--- config.mk ---
export PLATFORM = sky130hd
export DESIGN_NAME = bus_rr_arbiter_flat
export DESIGN_NICKNAME = d
export VERILOG_FILES = /design/src/rtl/bus_rr_arbiter_pkg.sv /design/src/rtl/bus_rr_arbiter_if.sv /design/src/rtl/bus_rr_arbiter_rr_pick4.sv /design/src/rtl/bus_rr_arbiter.sv /design/src/flat_wrapper.sv
export SDC_FILE = /design/constraint.sdc
export NUM_CORES = 1
export LEC_CHECK = 0
export CAP_MARGIN = 20
export CORE_MARGIN = 2
export CORE_UTILIZATION = 52
export DETAILED_ROUTE_END_ITERATION = 8
export PLACE_DENSITY = 0.82
export SKIP_LAST_GASP = 1
export SLEW_MARGIN = 20
export SYNTH_ARGS = -nofsm -noshare
export SYNTH_HDL_FRONTEND = slang
export SYNTH_HIERARCHICAL = 1
export SYNTH_SLANG_ARGS = --single-unit
--- constraint.sdc ---
create_clock -name clk -period 5.2 [get_ports clk]
set_input_delay 1.56 -clock clk [delete_from_list [all_inputs] [get_ports clk]]
set_output_delay 1.56 -clock clk [all_outputs]
set_load 0.01 [all_outputs]
--- src/rtl/bus_rr_arbiter_pkg.sv ---
// Shared encodings for the round-robin bus arbiter: FSM states, source
// indices and the grant decode.
package bus_rr_arbiter_pkg;

  typedef enum logic {
    ST_IDLE  = 1'b0,
    ST_GRANT = 1'b1
  } state_e;

  localparam logic [1:0] SRC_A = 2'd0;
  localparam logic [1:0] SRC_B = 2'd1;
  localparam logic [1:0] SRC_C = 2'd2;
  localparam logic [1:0] SRC_D = 2'd3;

  function automatic logic [3:0] onehot4(input logic [1:0] idx);
    onehot4 = 4'b0001 << idx;
  endfunction

endpackage

--- src/rtl/bus_rr_arbiter_if.sv ---
// Request/grant and valid/ready handshake between the four sources, the
// arbiter and the downstream consumer.
interface bus_rr_arbiter_if #(
  parameter int unsigned CNT_W = 8
);
  logic [3:0]       REQ;
  logic             OUT_READY;
  logic [1:0]       SEL;
  logic [3:0]       GNT;
  logic             OUT_VALID;
  logic [CNT_W-1:0] BEAT;

  modport slave (
    input  REQ, OUT_READY,
    output SEL, GNT, OUT_VALID, BEAT
  );

  modport master (
    output REQ, OUT_READY,
    input  SEL, GNT, OUT_VALID, BEAT
  );
endinterface

--- src/rtl/bus_rr_arbiter_rr_pick4.sv ---
// Combinational round-robin picker: first set request scanning upward from
// last_i+1 with wrap; last_i itself is checked last.
module rr_pick4 (
  input  logic [3:0] req_i,
  input  logic [1:0] last_i,
  output logic [1:0] winner_o,
  output logic       any_o
);

  logic [1:0] idx;

  always_comb begin
    winner_o = last_i;
    idx      = last_i;
    any_o    = |req_i;
    // Walk the priority order backwards so the highest-priority hit wins.
    for (int k = 4; k >= 1; k--) begin
      idx = last_i + 2'(k);
      if (req_i[idx]) winner_o = idx;
    end
  end

endmodule

--- src/rtl/bus_rr_arbiter.sv ---
// Round-robin arbiter driving the 4:1 bus mux select, with burst-limited
// ownership and a valid/ready qualifier toward the consumer.
//
// state    | meaning
// ST_IDLE  | no owner; GNT=0, SEL holds last owner
// ST_GRANT | SEL owns the bus; OUT_VALID follows the owner's REQ
module bus_rr_arbiter
  import bus_rr_arbiter_pkg::*;
#(
  parameter int unsigned MAX_BURST = 4,
  parameter int unsigned CNT_W     = 8
) (
  input  logic             clk,
  input  logic             rst_n,
  bus_rr_arbiter_if.slave  bus
);

  localparam logic [CNT_W-1:0] BEAT_LAST = CNT_W'(MAX_BURST - 1);

  state_e           state_q, state_d;
  logic [1:0]       sel_q, sel_d;
  logic [1:0]       last_q, last_d;
  logic [3:0]       gnt_q, gnt_d;
  logic [CNT_W-1:0] beat_q, beat_d;

  logic [1:0] pick_ptr;
  logic [1:0] winner;
  logic       any_req;
  logic       owner_req;
  logic       valid;
  logic       xfer;
  logic       burst_end;
  logic       rel_grant;

  assign owner_req = bus.REQ[sel_q];
  assign valid     = (state_q == ST_GRANT) && owner_req;
  assign xfer      = valid && bus.OUT_READY;
  assign burst_end = xfer && (beat_q == BEAT_LAST);
  assign rel_grant = (state_q == ST_GRANT) && (burst_end || !owner_req);

  // On release the outgoing owner becomes the pointer, so it ranks last.
  assign pick_ptr = rel_grant ? sel_q : last_q;

  rr_pick4 u_pick (
    .req_i    (bus.REQ),
    .last_i   (pick_ptr),
    .winner_o (winner),
    .any_o    (any_req)
  );

  always_ff @(posedge clk or negedge rst_n) begin
    if (!rst_n) begin
      state_q <= ST_IDLE;
      sel_q   <= SRC_A;
      last_q  <= SRC_D;
      gnt_q   <= 4'b0000;
      beat_q  <= '0;
    end else begin
      state_q <= state_d;
      sel_q   <= sel_d;
      last_q  <= last_d;
      gnt_q   <= gnt_d;
      beat_q  <= beat_d;
    end
  end

  always_comb begin
    state_d = state_q;
    sel_d   = sel_q;
    last_d  = last_q;
    gnt_d   = gnt_q;
    beat_d  = beat_q;
    case (state_q)
      ST_IDLE: begin
        if (any_req) begin
          state_d = ST_GRANT;
          sel_d   = winner;
          gnt_d   = onehot4(winner);
          beat_d  = '0;
        end
      end
      ST_GRANT: begin
        if (rel_grant) begin
          last_d = sel_q;
          beat_d = '0;
          if (any_req) begin
            sel_d = winner;
            gnt_d = onehot4(winner);
          end else begin
            state_d = ST_IDLE;
            gnt_d   = 4'b0000;
          end
        end else if (xfer) begin
          beat_d = beat_q + CNT_W'(1);
        end
      end
      default: begin
        state_d = ST_IDLE;
        gnt_d   = 4'b0000;
        beat_d  = '0;
      end
    endcase
  end

  assign bus.SEL       = sel_q;
  assign bus.GNT       = gnt_q;
  assign bus.BEAT      = beat_q;
  assign bus.OUT_VALID = valid;

endmodule
--- src/flat_wrapper.sv ---
// flat-port wrapper written by rule: the top's interface ports become plain ports
module bus_rr_arbiter_flat import bus_rr_arbiter_pkg::*;
#(
  parameter int unsigned MAX_BURST = 4,
  parameter int unsigned CNT_W     = 8
)
  (clk, rst_n, bus_REQ, bus_OUT_READY, bus_SEL, bus_GNT, bus_OUT_VALID, bus_BEAT);
  bus_rr_arbiter_if #(.CNT_W(CNT_W)) bus_i ();
  input  logic clk;
  input  logic rst_n;
  input wire logic [$bits(bus_i.REQ)-1:0] bus_REQ;
  input wire logic [$bits(bus_i.OUT_READY)-1:0] bus_OUT_READY;
  output wire logic [$bits(bus_i.SEL)-1:0] bus_SEL;
  output wire logic [$bits(bus_i.GNT)-1:0] bus_GNT;
  output wire logic [$bits(bus_i.OUT_VALID)-1:0] bus_OUT_VALID;
  output wire logic [$bits(bus_i.BEAT)-1:0] bus_BEAT;
  assign bus_i.REQ = bus_REQ;
  assign bus_i.OUT_READY = bus_OUT_READY;
  assign bus_SEL = bus_i.SEL;
  assign bus_GNT = bus_i.GNT;
  assign bus_OUT_VALID = bus_i.OUT_VALID;
  assign bus_BEAT = bus_i.BEAT;
  bus_rr_arbiter #(.MAX_BURST(MAX_BURST), .CNT_W(CNT_W)) u_core (.clk(clk), .rst_n(rst_n), .bus(bus_i));
endmodule
Word-level counts from Yosys, hierarchy flattened
Cells that the tools add are included.
{"block": "totals", "regBits": 17, "out_inout_bits": 15, "word_cells": 54}
{"block": "classes", "n_eq_ne": 4, "reduce_logical": 9, "muxes": 26, "bitwise": 1, "n_addsub": 4, "order_cmp": 4, "n_shift": 1}
{"op": "$mux 8", "n": 3}
{"op": "$pmux 8 s2", "n": 1}
{"op": "$lt 2x3->1 const B", "n": 4}
{"op": "$mux 2", "n": 6}
{"op": "$mux 4", "n": 3}
{"op": "$add 8x1->8 const B", "n": 1}
{"op": "$bmux 1 s2", "n": 4}
{"op": "$eq 8x2->1 const B", "n": 1}
{"op": "$pmux 4 s2", "n": 1}
{"op": "$mux 1", "n": 6}
{"op": "$add 2x2->2 const B", "n": 2}
{"op": "$logic_and 1x1->1", "n": 4}
{"op": "$pmux 2 s2", "n": 1}
{"op": "$reduce_and 2->1", "n": 2}
{"op": "$reduce_or 4->1", "n": 1}
{"op": "$shl 1x2->4 const A", "n": 1}
{"op": "$ne 3x3->1 const B", "n": 1}
{"op": "$add 2x1->2 const B", "n": 1}
{"op": "$ne 2x1->1 const B", "n": 1}
{"op": "$ne 2x2->1 const B", "n": 1}
{"op": "$pmux 1 s2", "n": 1}
{"op": "$logic_not 1->1", "n": 1}
{"op": "$logic_or 1x1->1", "n": 1}
{"op": "$not 1->1", "n": 1}

Depth between registers and ports, before layout
Gate-level depths: netlist of the first run.
{"block": "logic_depth", "ltp_word": 18, "mapped_depth": 10, "ltp_nobuf": 9}

Cells and area by module
The synthesis of the first run kept the hierarchy.
{"mod": "bus_rr_arbiter", "seq_area_each_um2": 427.9, "n_inst": 1, "cells_each": 86, "area_per_inst_um2": 902.1}
{"mod": "rr_pick4", "seq_area_each_um2": 0.0, "n_inst": 1, "cells_each": 14, "area_per_inst_um2": 72.6}

Least setup slack after synthesis of the first run
No wires, ideal clock.
{"block": "synth_path", "path_type": "input-to-output", "startpoint": "input bus_REQ[3]", "endpoint": "output bus_OUT_VALID", "t_required_ps": 3640, "path_buffers": 0, "path_slack_ps": 1612, "path_stages": 2, "arrival_time_ps": 2028, "cell_sequence": "mux2i_1 o22ai_1"}
{"block": "synth_between", "elab_chain_len": 3}
{"item": "start: declaration", "line": "flat_wrapper.sv:11", "source": "input wire logic [$bits(bus_i.REQ)-1:0] bus_REQ;"}
{"item": "$bmux 1 s2", "line": "bus_rr_arbiter.sv:35", "source": "assign owner_req = bus.REQ[sel_q];"}
{"item": "$mux 1 (implied by the code)", "line": "bus_rr_arbiter.sv:35"}
{"item": "$logic_and 1x1->1", "line": "bus_rr_arbiter.sv:36", "source": "assign valid = (state_q == ST_GRANT) && owner_req;"}
{"item": "end: declaration", "line": "flat_wrapper.sv:15", "source": "output wire logic [$bits(bus_i.OUT_VALID)-1:0] bus_OUT_VALID;"}
Every way passes these cells. The select of a mux whose other input is x is not followed.

Final worst setup path of the first run
Same ends and word-level chain as after synthesis.

==> flow_summary.json, run 1 <==
{
  "worstHoldPathType": "flip-flop to flip-flop",
  "groute.usage.overall_pct": 22.8,
  "ys_types": 34,
  "fin_skew_ns": 0.00226,
  "clkPwrFrac_pct": 11.6,
  "numPortBuffers": 21,
  "synthFlopType": "dfrtp_1",
  "synth_edf_count": 0,
  "min_from": "u_core/bus.GNT[2]$_DFFE_PN0P_",
  "reg2reg_slack_ns": 2.47,
  "hold_end": "u_core/bus.GNT[2]$_DFFE_PN0P_",
  "max_freq_ghz": 0.207,
  "clockBufferDepth": 2,
  "die_w_um": 47.3,
  "r2r-start": "u_core/bus.BEAT[3]$_DFFE_PN0P_",
  "p_total_uw": 609,
  "rows": 15,
  "ys_warn_count": 6,
  "overflow": 0,
  "drt-pass1-iter-count": 4,
  "routabilityCongestion": 0.852,
  "synth_fa_ha_area_share_pct": 1.28,
  "period_share_pct": 92.9,
  "finalNetCount": 132,
  "core-area_um2": 1750,
  "post-cts-setup-buffers": 0,
  "dr.first_iter.drc_count": 12,
  "syn_area_per_cell_um2": 9.75,
  "start_util_pct": 55.8,
  "num_vias": 879,
  "antenna_left": 0,
  "grt_pass1_vias": 844,
  "p_seq_share_pct": 34.8,
  "dieArea_um2": 2240,
  "syn_area_um2": 975,
  "drive_gt1_share_pct": 13.0,
  "ys_seq_area_share_pct": 43.9,
  "finalHoldViolCount": 0,
  "die_y_um": 47.3,
  "synth_xor_area_share_pct": 0.899,
  "ys_seq_elements": 17,
  "p_per_area_nw_per_um2": 493,
  "post-route-util_pct": 70.8,
  "finalNonFillerCells": 148,
  "synth_area_leader_cell": "dfrtp_1",
  "cp-end-kind": "output pin",
  "hold_depth": 2,
  "wire_per_inst_um": 14.2,
  "async_reset_ff_share_pct": 100,
  "io_pins": 22,
  "synth_top_cell_area_share_pct": 38.5,
  "synth_mux_area_share_pct": 12.3,
  "p_int_uw": 369,
  "p_sw_share_pct": 39.3,
  "grt_max_degree": 18,
  "p_leak_uw": 0.000491,
  "cts.sinks": 17,
  "critPathMaxFanout": 6,
  "synth_cells": 100,
  "antenna_found_initial": 0,
  "fin_crit_ns": 4.83,
  "max_slew_margin_pct": 50.0,
  "worst_pin_slew_ns": 0.747,
  "synthTopCellsByArea": "dfrtp_1, mux2_2, dfstp_2, nand2_1, inv_1",
  "ctsHoldBuffers": 0,
  "status": "finished clean",
  "rr_worst_depth": 9,
  "placed_cells": 144,
  "syn_to_final_growth_pct": 26.7,
  "path_clk_slew_ns": 0.10,
  "fillCellCount": 134,
  "critPathRequiredTime_ns": 3.64,
  "power_frac_comb_pct": 53.5,
  "setup_violations": 0,
  "cap_violations": 0,
  "dpl_cell_area_um2": 1210,
  "cts_buffers": 3,
  "drt_wl_total_um": 2110,
  "critPathArrivalTime_ns": 3.27,
  "drv_slew": 0,
  "drc_errors": 0,
  "clk_latency_ns": 0.29,
  "rsz0062_at_grt": "false",
  "p_switching_uw": 240,
  "diodes": 0,
  "yosys.area_share.simple_pct": 16.2,
  "setup_tns_ns": 0,
  "root_buffer": "clkbuf_4",
  "synth_top_family_by_area": "compound AO/OA/AOI/OAI gates",
  "ctsResizeCount": 0,
  "htree_levels": 1,
  "grt_pass1_wl_um": 3590,
  "ir_worst_vdd_mv": 0.384,
  "start_kind": "input port",
  "post_drt_via_cell_ratio": 5.94,
  "synth_compound_gate_area_share_pct": 20.8,
  "synth_nets": 108,
  "reg2reg_to": "u_core/bus.GNT[3]$_DFFE_PN0P_",
  "cts_tree": "yes",
  "post-route-cell-area_um2": 1230,
  "hpwl_um": 1600,
  "path_class": "input port to output pin"
}
-- routing by layer --
layer | global-route usage, % | part of all wire (%) | up-vias
met5 | 0 | 0 | -
met4 | 7.22 | 0.57 | 0
met3 | 6.15 | 4.8 | 2
met2 | 37.6 | 51 | 25
met1 | 29.1 | 44 | 431
li1 | - | - | 421
-- stage by stage --
stage | setup slack, ns | hold slack, ns
6_report | 0.371 | 0.536
3_5_place_dp | 0.386 | 0.517
4_1_cts | 0.385 | 0.538
3_3_place_gp | 0.419 | 0.503
2_1_floorplan | 1.61 | 0.550
5_1_grt | 0.281 | 0.560
-- power groups by stage --
stage / Sequential [µW] / Clock [µW] / Combinational, µW
floorplan: 218 / 0 / 206
global placement: 213 / 0 / 316
detailed placement: 215 / 0 / 325
CTS: 213 / 74.2 / 326
global route: 221 / 78.9 / 356
finish: 212 / 70.9 / 326
-- synthesized netlist by cell type, types with 2 or more instances --
cell,number
nand2_1,11
nor2_1,5
nand4_1,3
nand2b_1,3
clkbuf_1,2
a31oi_1,2
o32ai_1,4
a21bo_2,2
mux2i_1,3
mux2_2,6
o21ai_0,5
inv_1,10
nand3_1,2
a41oi_1,2
dfstp_2,2
dfrtp_1,15
a21oi_1,4
o31ai_1,3
-- logic make-up after synthesis --
kind of cell             count (synthesis)
AND/OR/NAND/NOR                         31
XOR/XNOR                                 1
buffers and inverters                   12
multiplexers                            10
AO/OA/AOI/OAI                           28
flip-flops                              17
adder cells (fa/ha/maj)                  1
-- cell type report --
class                   count  area, µm²  share of cell area [%]
inverters                  10       37.5                    3.04
flip-flops and latches     17        428                    34.7
clock buffers               4       26.3                    2.13
multi-input cells          71        502                    40.6
well taps                  25       31.3                    2.53
repair buffers             21        210                    17.0
-- worst max-delay path by stage --
stage | startpoint | cells after the start | slack [ns] | end
2_1_floorplan | bus_REQ[3] | 2 | 1.61 | bus_OUT_VALID
3_3_place_gp | bus_REQ[3] | 4 | 0.42 | bus_OUT_VALID
3_5_place_dp | bus_REQ[3] | 4 | 0.39 | bus_OUT_VALID
4_1_cts | bus_REQ[3] | 4 | 0.38 | bus_OUT_VALID
5_1_grt | bus_REQ[3] | 4 | 0.28 | bus_OUT_VALID
6_report | bus_REQ[3] | 4 | 0.37 | bus_OUT_VALID
-- sequential cells by signal, summed over array words and instances, names as in the netlist --
name,cells
u_core/bus.SEL,2
u_core/bus.BEAT,8
u_core/last_q,2
u_core/state_q,1
u_core/bus.GNT,4
-- cells in the final DEF (no fill, tap or decap), types with 2 or more instances in the layout --
cell type,instances
clkdlybuf4s50_1,21
dfrtp_1,15
nand2_1,11
inv_1,10
mux2_2,6
nor2_1,5
o21ai_0,5
a21oi_1,4
o32ai_1,4
clkbuf_4,3
nand4_1,3
mux2i_1,3
nand2b_1,3
o31ai_1,3
a21bo_2,2
nand3_1,2
a41oi_1,2
a31oi_1,2
dfstp_2,2
-- critical path, stage by stage --
cell             delay [ns]
clkdlybuf4s50_1        0.57
mux2i_1                0.11
o22ai_1                0.41
clkdlybuf4s50_1        0.63
Power figures use the tool's default switching activity.
==> inputs of run 2 (changes only) <==
- CORE_UTILIZATION: 52 -> 55
- CTS_BUF_LIST: default -> sky130_fd_sc_hd__clkbuf_8
- PLACE_DENSITY: 0.82 -> 0.86
- RECOVER_POWER: default -> 100
==> run 2 against run 1 <==
Core utilization rose by 2.7 points. Fmax down 2.1%. Highest routed layer unchanged. Critical endpoint unchanged. Sequential share of layout area fell by 0.17 points. Critical path depth is the same. Clock skew increased by 0.0014 ns. Hold slack lost 0.0022 ns.
==> flow_summary.json, run 2 (synthesized netlist as in run 1, its figures left out) <==
{
  "setup_tns_ns": 0,
  "antenna_found_initial": 0,
  "dr.first_iter.drc_count": 33,
  "groute.usage.overall_pct": 25.8,
  "ctsHoldBuffers": 0,
  "p_total_uw": 627,
  "p_per_area_nw_per_um2": 505,
  "diodes": 0,
  "ctsResizeCount": 0,
  "hpwl_um": 1630,
  "grt_pass1_vias": 856,
  "syn_to_final_growth_pct": 27.3,
  "path_clk_slew_ns": 0.06,
  "critPathRequiredTime_ns": 3.64,
  "num_vias": 882,
  "status": "finished clean",
  "clkPwrFrac_pct": 16.0,
  "drt-pass1-iter-count": 4,
  "io_pins": 22,
  "numPortBuffers": 21,
  "wire_per_inst_um": 16.5,
  "p_int_uw": 379,
  "die_w_um": 46.1,
  "p_leak_uw": 0.000540,
  "critPathArrivalTime_ns": 3.37,
  "ir_worst_vdd_mv": 0.296,
  "finalHoldViolCount": 0,
  "drt_wl_total_um": 2310,
  "fin_crit_ns": 4.93,
  "rr_worst_depth": 8,
  "cts_buffers": 3,
  "worst_pin_slew_ns": 0.758,
  "drc_errors": 0,
  "largest_reg_flops": 8,
  "core-area_um2": 1690,
  "cts.sinks": 17,
  "grt_pass1_wl_um": 3850,
  "cap_violations": 0,
  "period_share_pct": 94.9,
  "drive_gt1_share_pct": 11.4,
  "finalNetCount": 132,
  "htree_levels": 1,
  "p_sw_share_pct": 39.6,
  "overflow": 0,
  "post_drt_via_cell_ratio": 6.30,
  "rows": 15,
  "max_slew_margin_pct": 49.3,
  "clockBufferDepth": 2,
  "die_y_um": 46.1,
  "clk_latency_ns": 0.26,
  "setup_violations": 0,
  "cts_tree": "yes",
  "drv_slew": 0,
  "grt_max_degree": 18,
  "rsz0062_at_grt": "false",
  "post-cts-setup-buffers": 0,
  "start_util_pct": 57.7,
  "power_frac_comb_pct": 50.0,
  "p_switching_uw": 248,
  "path_class": "input port to output pin",
  "routabilityCongestion": 0.834,
  "hold_depth": 2,
  "final_common_cell": "dlygate4sd3_1",
  "start_kind": "input port",
  "antenna_left": 0,
  "critPathMaxFanout": 6,
  "layout_common_cells": "dlygate4sd3_1, dfrtp_1, nand2_1, inv_1",
  "hold_slack_ns": 0.534,
  "max_freq_ghz": 0.203,
  "worstHoldPathType": "flip-flop to flip-flop",
  "fin_skew_ns": 0.00366,
  "dieArea_um2": 2120,
  "cp-end-kind": "output pin",
  "root_buffer": "clkbuf_8",
  "p_seq_share_pct": 34.0
}
## run 2: cell count changes in the layout (fill, tap and decap cells not counted), sizes merged
cell           previous run  this run
dlygate4sd3               0        17
clkinv                    0         1
clkbuf                    4         3
clkdlybuf4s50            21         4
## run 2: final cells by class
class / instances / area [µm²]
clock buffer: 3 / 41.3
inverter: 10 / 37.5
tap: 17 / 21.3
sequential: 17 / 428
fill: 126 / 448
multi-input combinational: 71 / 498
clock inverter: 1 / 5.00
timing repair buffer: 21 / 210
## run 2: power by group through the flow
stage                     registers, µW  logic (µW)  clock network [µW]
final                               213         313                 100
after global routing                220         343                 108
after CTS                           214         327                 103
after detailed placement            215         325                   0
after global placement              213         314                   0
after floorplan                     218         206                   0
## run 2: metal layers
| metal | wire (µm) | GRT usage [%] |
|---|---|---|
| met4 | 21 | 10.9 |
| met5 | 0 | 0 |
| met1 | 1020 | 32.2 |
| met2 | 1200 | 43.9 |
| met3 | 78 | 3.92 |
## run 2: critical path, cell delays in order
cell	delay, ns
dlygate4sd3_1	0.67
mux2i_1	0.12
o22ai_1	0.36
dlygate4sd3_1	0.66
## run 2: worst paths after layout
kind,slack [ns],endpoint,start
max reg2reg,2.44,u_core/bus.GNT[3]$_DFFE_PN0P_,u_core/bus.SEL[0]$_DFFE_PN0P_
max in group asynchronous,2.91,u_core/bus.GNT[2]$_DFFE_PN0P_,rst_n
min reg2reg,0.53,u_core/bus.GNT[1]$_DFFE_PN0P_,u_core/bus.GNT[1]$_DFFE_PN0P_
max,0.27,bus_OUT_VALID,bus_REQ[3]
min,0.53,u_core/bus.GNT[1]$_DFFE_PN0P_,u_core/bus.GNT[1]$_DFFE_PN0P_
min in group asynchronous,1.81,u_core/bus.BEAT[5]$_DFFE_PN0P_,rst_n
## run 2: through the flow
| step | cells | area (µm²) | utilization (%) | setup slack, ns |
|---|---|---|---|---|
| 6_report | 140 | 1240 | 73.5 | 0.267 |
| 5_1_grt | 140 | 1240 | 73.5 | 0.141 |
| 4_1_cts | 140 | 1240 | 73.7 | 0.383 |
| 3_5_place_dp | 136 | 1200 | 71.0 | 0.419 |
| 3_3_place_gp | 136 | 1200 | 71.0 | 0.437 |
| 2_1_floorplan | 100 | 975 | - | 1.61 |
